$ cat src/rtl/ctrl_seq_if.sv
// Control bundle between the instruction sequencer and the datapath/memory side.
// The master is the sequencer; the slave is the datapath and memory environment.
interface ctrl_seq_if #(
    parameter int unsigned CNT_W = 16
);
    logic             start;
    logic [15:0]      instr_in;
    logic             mem_ready;
    logic [1:0]       sel_out;
    logic             ir_load;
    logic             pc_inc;
    logic             pc_load;
    logic             rf_we;
    logic [2:0]       alu_op;
    logic             mem_rd;
    logic             mem_wr;
    logic             busy;
    logic             halted;
    logic             illegal;
    logic             timeout;
    logic [CNT_W-1:0] instret;

    modport master (
        input  start, instr_in, mem_ready,
        output sel_out, ir_load, pc_inc, pc_load, rf_we, alu_op,
               mem_rd, mem_wr, busy, halted, illegal, timeout, instret
    );

    modport slave (
        output start, instr_in, mem_ready,
        input  sel_out, ir_load, pc_inc, pc_load, rf_we, alu_op,
               mem_rd, mem_wr, busy, halted, illegal, timeout, instret
    );
endinterface

$ cat src/rtl/ctrl_seq.sv
// Fetch/decode/execute/memory/writeback sequencer for the 16-bit RISC datapath.
// Drives the muxd select, IR/PC/RF/ALU/memory strobes and a retired-instruction counter.
module ctrl_seq #(
    parameter int unsigned MEM_TIMEOUT = 15,
    parameter int unsigned CNT_W       = 16
) (
    input  logic       clk,
    input  logic       rst,
    ctrl_seq_if.master bus
);
    typedef enum logic [2:0] {
        S_IDLE,
        S_FETCH,
        S_DECODE,
        S_EXEC,
        S_MEM,
        S_WB,
        S_HALT
    } state_t;

    localparam logic [3:0] OP_NOP  = 4'h0;
    localparam logic [3:0] OP_ADD  = 4'h1;
    localparam logic [3:0] OP_SUB  = 4'h2;
    localparam logic [3:0] OP_AND  = 4'h3;
    localparam logic [3:0] OP_OR   = 4'h4;
    localparam logic [3:0] OP_XOR  = 4'h5;
    localparam logic [3:0] OP_LDI  = 4'h6;
    localparam logic [3:0] OP_LD   = 4'h7;
    localparam logic [3:0] OP_ST   = 4'h8;
    localparam logic [3:0] OP_JMP  = 4'h9;
    localparam logic [3:0] OP_HALT = 4'hF;

    localparam logic [1:0] SEL_ALU = 2'd0;
    localparam logic [1:0] SEL_MEM = 2'd1;
    localparam logic [1:0] SEL_IMM = 2'd2;

    localparam int unsigned WAIT_W = (MEM_TIMEOUT < 1) ? 1 : $clog2(MEM_TIMEOUT + 1);
    localparam logic [WAIT_W-1:0] WAIT_LIMIT = WAIT_W'(MEM_TIMEOUT);

    state_t            state_q;
    logic [1:0]        sel_q;
    logic [2:0]        alu_q;
    logic [CNT_W-1:0]  instret_q;
    logic              illegal_q;
    logic              timeout_q;
    logic [WAIT_W-1:0] wait_q;
    logic              is_st_q;

    logic [3:0]        opcode;
    logic              expired;
    logic [WAIT_W-1:0] wait_inc;
    logic              unused_operand;

    assign opcode = bus.instr_in[15:12];
    // The operand field belongs to the datapath; only the opcode steers sequencing.
    assign unused_operand = ^bus.instr_in[11:0];

    // A ready arriving on the cycle the limit is reached loses to the abort.
    assign expired  = (MEM_TIMEOUT != 0) && (wait_q == WAIT_LIMIT);
    assign wait_inc = (MEM_TIMEOUT == 0) ? wait_q : wait_q + 1'b1;

    // NOTE: reset is synchronous, so rst is tested inside the clocked block and
    // stays out of the sensitivity list; all state uses non-blocking assignments.
    always_ff @(posedge clk) begin
        if (rst) begin
            state_q   <= S_IDLE;
            sel_q     <= SEL_ALU;
            alu_q     <= 3'd0;
            instret_q <= '0;
            illegal_q <= 1'b0;
            timeout_q <= 1'b0;
            wait_q    <= '0;
            is_st_q   <= 1'b0;
        end else begin
            case (state_q)
                S_IDLE: begin
                    if (bus.start) begin
                        state_q <= S_FETCH;
                        wait_q  <= '0;
                    end
                end
                S_FETCH: begin
                    if (expired) begin
                        state_q   <= S_HALT;
                        timeout_q <= 1'b1;
                    end else if (bus.mem_ready) begin
                        state_q <= S_DECODE;
                    end else begin
                        wait_q <= wait_inc;
                    end
                end
                S_DECODE: begin
                    case (opcode)
                        OP_NOP, OP_JMP: begin
                            state_q   <= S_FETCH;
                            wait_q    <= '0;
                            instret_q <= instret_q + 1'b1;
                        end
                        OP_ADD, OP_SUB, OP_AND, OP_OR, OP_XOR: begin
                            sel_q   <= SEL_ALU;
                            alu_q   <= opcode[2:0] - 3'd1;
                            state_q <= S_EXEC;
                        end
                        OP_LDI: begin
                            sel_q   <= SEL_IMM;
                            state_q <= S_WB;
                        end
                        OP_LD, OP_ST: begin
                            if (opcode == OP_LD) begin
                                sel_q <= SEL_MEM;
                            end
                            is_st_q <= (opcode == OP_ST);
                            state_q <= S_MEM;
                            wait_q  <= '0;
                        end
                        OP_HALT: begin
                            state_q <= S_HALT;
                        end
                        default: begin
                            illegal_q <= 1'b1;
                            state_q   <= S_HALT;
                        end
                    endcase
                end
                S_EXEC: begin
                    state_q <= S_WB;
                end
                S_MEM: begin
                    if (expired) begin
                        state_q   <= S_HALT;
                        timeout_q <= 1'b1;
                    end else if (bus.mem_ready) begin
                        if (is_st_q) begin
                            state_q   <= S_FETCH;
                            wait_q    <= '0;
                            instret_q <= instret_q + 1'b1;
                        end else begin
                            state_q <= S_WB;
                        end
                    end else begin
                        wait_q <= wait_inc;
                    end
                end
                S_WB: begin
                    state_q   <= S_FETCH;
                    wait_q    <= '0;
                    instret_q <= instret_q + 1'b1;
                end
                S_HALT: begin
                    state_q <= S_HALT;
                end
                default: begin
                    state_q <= S_IDLE;
                end
            endcase
        end
    end

    // IR load, PC increment and jump strobes act in the same cycle as their trigger.
    assign bus.ir_load = (state_q == S_FETCH) && bus.mem_ready && !expired;
    assign bus.pc_inc  = (state_q == S_FETCH) && bus.mem_ready && !expired;
    assign bus.pc_load = (state_q == S_DECODE) && (opcode == OP_JMP);

    assign bus.mem_rd  = (state_q == S_FETCH) || ((state_q == S_MEM) && !is_st_q);
    assign bus.mem_wr  = (state_q == S_MEM) && is_st_q;
    assign bus.rf_we   = (state_q == S_WB);
    assign bus.busy    = (state_q != S_IDLE) && (state_q != S_HALT);
    assign bus.halted  = (state_q == S_HALT);

    assign bus.sel_out = sel_q;
    assign bus.alu_op  = alu_q;
    assign bus.illegal = illegal_q;
    assign bus.timeout = timeout_q;
    assign bus.instret = instret_q;
endmodule

$ cat src/flat_wrapper.sv
// flat-port wrapper written by rule: the top's interface ports become plain ports
module ctrl_seq_flat 
#(
    parameter int unsigned MEM_TIMEOUT = 15,
    parameter int unsigned CNT_W       = 16
)
  (clk, rst, bus_start, bus_instr_in, bus_mem_ready, bus_sel_out, bus_ir_load, bus_pc_inc, bus_pc_load, bus_rf_we, bus_alu_op, bus_mem_rd, bus_mem_wr, bus_busy, bus_halted, bus_illegal, bus_timeout, bus_instret);
  ctrl_seq_if #(.CNT_W(CNT_W)) bus_i ();
  input  logic clk;
  input  logic rst;
  input wire logic [$bits(bus_i.start)-1:0] bus_start;
  input wire logic [$bits(bus_i.instr_in)-1:0] bus_instr_in;
  input wire logic [$bits(bus_i.mem_ready)-1:0] bus_mem_ready;
  output wire logic [$bits(bus_i.sel_out)-1:0] bus_sel_out;
  output wire logic [$bits(bus_i.ir_load)-1:0] bus_ir_load;
  output wire logic [$bits(bus_i.pc_inc)-1:0] bus_pc_inc;
  output wire logic [$bits(bus_i.pc_load)-1:0] bus_pc_load;
  output wire logic [$bits(bus_i.rf_we)-1:0] bus_rf_we;
  output wire logic [$bits(bus_i.alu_op)-1:0] bus_alu_op;
  output wire logic [$bits(bus_i.mem_rd)-1:0] bus_mem_rd;
  output wire logic [$bits(bus_i.mem_wr)-1:0] bus_mem_wr;
  output wire logic [$bits(bus_i.busy)-1:0] bus_busy;
  output wire logic [$bits(bus_i.halted)-1:0] bus_halted;
  output wire logic [$bits(bus_i.illegal)-1:0] bus_illegal;
  output wire logic [$bits(bus_i.timeout)-1:0] bus_timeout;
  output wire logic [$bits(bus_i.instret)-1:0] bus_instret;
  assign bus_i.start = bus_start;
  assign bus_i.instr_in = bus_instr_in;
  assign bus_i.mem_ready = bus_mem_ready;
  assign bus_sel_out = bus_i.sel_out;
  assign bus_ir_load = bus_i.ir_load;
  assign bus_pc_inc = bus_i.pc_inc;
  assign bus_pc_load = bus_i.pc_load;
  assign bus_rf_we = bus_i.rf_we;
  assign bus_alu_op = bus_i.alu_op;
  assign bus_mem_rd = bus_i.mem_rd;
  assign bus_mem_wr = bus_i.mem_wr;
  assign bus_busy = bus_i.busy;
  assign bus_halted = bus_i.halted;
  assign bus_illegal = bus_i.illegal;
  assign bus_timeout = bus_i.timeout;
  assign bus_instret = bus_i.instret;
  ctrl_seq #(.MEM_TIMEOUT(MEM_TIMEOUT), .CNT_W(CNT_W)) u_core (.clk(clk), .rst(rst), .bus(bus_i));
endmodule
$ cat config.mk
export PLATFORM = sky130hd
export DESIGN_NAME = ctrl_seq_flat
export DESIGN_NICKNAME = d
export VERILOG_FILES = /design/src/rtl/ctrl_seq_if.sv /design/src/rtl/ctrl_seq.sv /design/src/flat_wrapper.sv
export SDC_FILE = /design/constraint.sdc
export NUM_CORES = 1
export LEC_CHECK = 0
export CORE_AREA = 10 10 74 76
export CTS_CLUSTER_DIAMETER = 80
export DETAILED_ROUTE_END_ITERATION = 16
export DIE_AREA = 0 0 84 86
export HOLD_SLACK_MARGIN = 0.1
export PLACE_DENSITY = 0.81
export SYNTH_ARGS = -nofsm -noshare
export SYNTH_HDL_FRONTEND = slang
export SYNTH_SLANG_ARGS = --single-unit
$ cat constraint.sdc
create_clock -name clk -period 2.26 [get_ports clk]
set_input_delay 0.452 -clock clk [delete_from_list [all_inputs] [get_ports clk]]
set_output_delay 0.452 -clock clk [all_outputs]
set_load 0.05 [all_outputs]
======== Word-level counts from Yosys, hierarchy flattened ========
Cells that the tools add are included.
Widths: inputs -> output; s select.
word-level totals
  logic and storage cells ................. 94
  input bits .............................. 20
  output and inout bits ................... 31
  bits in registers ....................... 31
cells by class
  add/subtract/negate cells ............... 3
  reductions and logical operators ........ 29
  bitwise operators ....................... 1
  muxes and demuxes ....................... 23
  equal/unequal tests ..................... 30
operators by type and width
  operator               number
  $mux 16                4
  $pmux 16 s3            1
  $mux 4                 7
  $pmux 3 s7             1
  $pmux 4 s5             1
  $mux 3                 6
  $add 16x1->16 const B  1
  $eq 4x3->1 const B     4
  $eq 4x4->1 const B     4
  $ne 2x2->1 const B     7
  $pmux 3 s4             1
  $reduce_or 11->1       1
  $eq 3x3->1 const B     3
  $ne 3x2->1 const B     3
  $reduce_bool 3->1      3
  $eq 4x2->1 const B     2
  $reduce_and 2->1       4
  $reduce_and 7->1       1
  $eq 3x2->1 const B     2
  $logic_and 1x1->1      6
  $pmux 2 s3             1
  $reduce_and 3->1       2
  $reduce_or 2->1        3
  $reduce_and 5->1       1
  other kinds (15)       17

======== Depth between registers and ports, before layout ========
  word-level depth ........................ 5
  mapped depth ............................ 8
  mapped depth without buffers ............ 7

======== Worst setup path after synthesis ========
No wires, ideal clock.
  path kind ............................... reg-to-output
  start ................................... reg u_core.wait_q[0]
  end ..................................... out bus_pc_inc
  data arrival time ....................... 1.831 ns
  path slack .............................. -0.023 ns
  buffers on the path ..................... 1
  cell stages (with the launch flop) ...... 6
  required time ........................... 1.808 ns
  cell sequence ........................... dfxtp_1 -> ha_1 -> nand3_1 -> nand2_1 -> nor2_1 -> buf_4
on the way
  cells in the longest elaborated chain, start to end .. 3
ends and longest elaborated chain
  element                 line                source
  from (decl)             ctrl_seq.sv:46      logic [WAIT_W-1:0] wait_q;
  from (signal assigned)  ctrl_seq.sv:89      wait_q <= wait_inc;
  from (signal assigned)  ctrl_seq.sv:141     wait_q <= wait_inc;
  $eq 4x4->1              ctrl_seq.sv:59      assign expired = (MEM_TIMEOUT != 0) && (wait_q == WAIT_LIMIT);
  $logic_not 1->1         -
  $logic_and 1x1->1       -
  to (decl)               flat_wrapper.sv:16  output wire logic [$bits(bus_i.pc_inc)-1:0] bus_pc_inc;
Every way passes these cells.

======== Worst setup path after layout ========
  start ................................... reg u_core.state_q[2]
  end ..................................... out bus_pc_load
on the way
  cells in the longest elaborated chain, start to end .. 2
ends and longest elaborated chain
  element                 line                source
  from (decl)             ctrl_seq.sv:40      state_t state_q;
  from (signal assigned)  ctrl_seq.sv:66      state_q <= S_IDLE;
  from (signal assigned)  ctrl_seq.sv:78      state_q <= S_FETCH;
  from (signal assigned)  ctrl_seq.sv:84      state_q <= S_HALT;
  $eq 3x2->1              ctrl_seq.sv:162     assign bus.pc_load = (state_q == S_DECODE) && (opcode == OP_JMP);
  $logic_and 1x1->1       ctrl_seq.sv:162
  to (decl)               flat_wrapper.sv:17  output wire logic [$bits(bus_i.pc_load)-1:0] bus_pc_load;
Every way passes these cells.

==> impl.org <==
** STA
- Peak Freq :: 0.448 GHz
- Counting I/O delays and the setup requirement, the final critical path takes 2230 ps.
- Once routing completed, OpenROAD measured the worst setup slack at 26.2 ps.
- The count of final max-slew check failures was 0.
- For the pin with the worst max-slew slack, the measured transition is 631 ps.
- The total count of hold-check failures in the final report was 0.
- The worst pin sits at a relative slew slack of 0.569.
- Across the routed clock network, the largest skew measured is 5.83 ps.
- Adding up every negative setup slack in the final design gives 0 ps.
- Setup violation total in the final timing report :: 0
- Final clock period utilization by the worst path :: 0.988

** Setup path
- STA puts the critical path data arrival time at 1780 ps.
- Measured in cells, the most critical reg-to-reg path has a length of 6.
- Among cell families on the critical path, the largest total delay comes from simple AND/OR/NAND/NOR gates.
- STA classifies the critical path startpoint as a flop.
- The worst register-to-register path ends at u_core.bus.instret[14].
- Setup slack on the worst reg-to-reg path comes out at 170 ps.
- The startpoint identified for the worst register-to-register timing path is u_core.state_q[2].
- Of all nets on the critical path, the largest fanout is 8.
- Walking the worst path, the cells encountered are or3b_1 -> nor2_1 -> and3_1 -> buf_12.
- Data on the critical path is required at its endpoint by 1810 ps.
- Counting both buffers and inverters, the worst setup path holds a total of 1.
- Crit path largest cell delay :: 570 ps
- Critical Path Sink Type :: output pin
- Cell with the largest stage delay on the worst path :: sky130_fd_sc_hd__or3b_1
- The setup path with the least slack is of type flop to output pin.

** Power
- Summed over all cells, the static leakage comes to 1.03 nW.
- Across the VDD grid, the largest voltage drop is 0.481 mV.
- For this design the ratio of total power to cell area is 609 nW/um^2.

** Floorplan
- Die area :: 7220 sq um
- For this configuration, the core starts out at a cell density of 0.472.
- In this run the vertical extent of the chip is 86 um.
- Core Area :: 3970 sq um
- The die is 84 um wide.
- Number of top-level pins :: 51
- In this run the core area contains 23 standard-cell rows.

** Final layout
- Once layout is done, the placed cells without fillers occupy 2740 sq um.
- Of the cells placed in the final design, the portion with a size suffix greater than 1 is 0.241.
- Area Overhead vs Synth :: 46.3%
- Count of inserted antenna diode cells :: 0
- After the last flow step, the layout net total stands at 336.
- Number of fill cells in the layout :: 309
- Leaving out fill and tap cells, the most frequent cells in the layout are 40 x sky130_fd_sc_hd__buf_4, 31 x sky130_fd_sc_hd__dfxtp_1, 29 x sky130_fd_sc_hd__a21oi_1.
- Most common cell after layout, fill and taps aside :: sky130_fd_sc_hd__buf_4

** Global route
- Antenna violations before repair :: 0
- For this run, the total global-route usage over all layers was measured as 0.138.
- Entering global routing, the biggest net connects 19 pins.
- Summed over all layers, the global routing overflow is 0.
- Via count of the first global-routing pass :: 1902
- Wire length of the first global-routing pass :: 8550 um

** Clock network
- Clock transition at the registers of the reported paths :: 70 ps
- In this run the post-CTS setup repair buffer count came out at 0.
- In this run the number of H-tree levels came out at 2.
- The longest clock path from root to sink contains 2 buffers.
- CTS Hold Bufs :: 0
- The tree is rooted in a sky130_fd_sc_hd__clkbuf_8.
- TritonCTS buffer count :: 5
- Count of clock tree sinks :: 31
- Clock tree from TritonCTS :: built
- Clock Latency Late Sink :: 290 ps

** Flow run
- Max-Cap Viols :: 0

** Drt
- The first detailed-routing pass took 4 iterations.
- Total Routed Length :: 5220 um
- Routed wirelength normalized by instance count :: 14.5 um
- The first routing iteration left 198 violations.
- Post-route ant nets :: 0
- For this run, design rule violations remaining after detail routing come to 0.
- Via count :: 2008
- Post-detailed-route via-to-cell ratio :: 5.56

** Synthesis
- Of all flip-flops after synthesis, the portion carrying an async set or reset was 0.
- Cell Area, Synth :: 1870 sq um
- Of the total synthesized cell area, the portion taken by XOR and XNOR cells is 0.00935.
- Synth warnings :: 0
- Of the total synthesized cell area, the portion taken by full adders, half adders and majority gates is 0.0401.
- Number of flops mapped to enable cells by yosys :: 0
- Synth Area in Simple Gates :: 0.299
- Cell variety after synth :: 49
- After synthesis, the largest family of logic cells by area is simple AND/OR/NAND/NOR gates.
- Top flip-flop cell by instance count after synthesis :: sky130_fd_sc_hd__dfxtp_1
- Each instance of the synthesized netlist takes up on average 7.81 sq um.
- Counting every instance in the synthesized netlist gives 240.
- Synthesis inferred 31 register bits.
- Number of nets produced by synthesis :: 266
- Fraction of synthesized area in multiplexers :: 0.0274
- Seq/Total Area, Yosys :: 0.331
- The share of the synthesized area in compound gates (AO/OA/AOI/OAI) is 0.228.

** Min path
- HP Class :: flop to flop
- Hold Startpoint :: u_core.bus.timeout
- The path with the worst hold slack has its endpoint at u_core.bus.timeout.
- Along the worst hold path, the cell count comes to 2.

** Placement
- Area after detailed placement :: 2590 sq um
- Global placement routability congestion :: 0.882
- Prior to clock tree synthesis, the placed netlist has a worst setup slack of -308 ps.
- During placement, the flow inserted port buffers numbering 38.
- Detailed placement finished with a half-perimeter wire length of 3800 um.

** Outcome
- The run finished with clean final reports.
-- tightest hold or removal path: stages (launching register included) --
cell and delay [ps]:
sky130_fd_sc_hd__dfxtp_1 330, sky130_fd_sc_hd__nor2_1 50, sky130_fd_sc_hd__nor2_1 70
-- synth_stat cells, types with 7 or more instances --
cell | number | share of area
sky130_fd_sc_hd__nor2_1 | 24 | 0.048
sky130_fd_sc_hd__nand3_1 | 9 | 0.024
sky130_fd_sc_hd__a21oi_1 | 30 | 0.080
sky130_fd_sc_hd__clkbuf_1 | 7 | 0.014
sky130_fd_sc_hd__inv_1 | 8 | 0.016
sky130_fd_sc_hd__nor3_1 | 7 | 0.019
sky130_fd_sc_hd__dfxtp_1 | 31 | 0.33
sky130_fd_sc_hd__nand2_1 | 13 | 0.026
sky130_fd_sc_hd__or3_1 | 12 | 0.040
sky130_fd_sc_hd__o21ai_0 | 19 | 0.051
-- per-stage QoR --
stage	std cells	util	power (mW)	hold slack (ps)
3_3_place_gp	353	0.653	1.10	450
5_1_grt	361	0.691	1.74	498
3_5_place_dp	353	0.653	1.11	466
6_report	361	0.691	1.67	474
4_1_cts	361	0.684	1.66	483
2_1_floorplan	240	-	0.915	458
-- how the worst max path moves through the flow --
stage,end,slack [ps],from,cells after the start
detailed placement,u_core.state_q[0],-310,bus_instr_in[12],8
floorplan,u_core.state_q[0],180,bus_instr_in[15],6
finish,bus_pc_load,30,u_core.state_q[2],4
CTS,u_core.wait_q[1],30,bus_instr_in[13],10
global placement,u_core.bus.instret[15],-280,bus_instr_in[12],10
global route,bus_pc_load,-40,u_core.state_q[2],4
-- cells by family after synthesis --
logic type | Yosys count
AOI/OAI and AO/OA | 72
and+or+nand+nor | 101
xor gates and xnor gates | 2
DFF | 31
muxes | 5
buffers and inverters | 23
adders and majority gates | 6
-- flip-flops by register name, indices dropped and copies added (netlist names) --
| name | count |
|---|---|
| u_core.bus.alu_op | 3 |
| u_core.bus.illegal | 1 |
| u_core.bus.instret | 16 |
| u_core.bus.sel_out | 2 |
| u_core.bus.timeout | 1 |
| u_core.is_st_q | 1 |
| u_core.state_q | 3 |
| u_core.wait_q | 4 |
-- power by group --
group	leakage (nW)	switching, mW	internal (mW)	total [mW]
Clock	0.0581	0.231	0.328	0.559
Sequential	0.250	0.0107	0.564	0.575
Combinational	0.725	0.313	0.225	0.538
-- cell type report --
cell class / instances / area, sq um / area share
sequential: 31 / 621 / 0.226
inverter: 9 / 33.8 / 0.0123
multi-input combinational: 186 / 1170 / 0.427
tap: 50 / 62.6 / 0.0228
clock inverter: 3 / 43.8 / 0.0160
clock buffer: 5 / 68.8 / 0.0251
timing repair buffer: 77 / 742 / 0.271
-- repair_timing --
action | 4_1_cts | 5_1_grt
setup endpoints to repair | 6 | 7
gates cloned | 0 | 0
gates resized for setup | 5 | 9
hold endpoints to repair | 0 | 0
-- per-layer routing --
layer / wire, um / share of wire / track usage
met5: 0 / 0 / 0
met4: 85 / 0.016 / 0.0487
met3: 235 / 0.045 / 0.0435
met2: 2650 / 0.51 / 0.233
met1: 2240 / 0.43 / 0.160
Power figures use the tool's default switching activity.
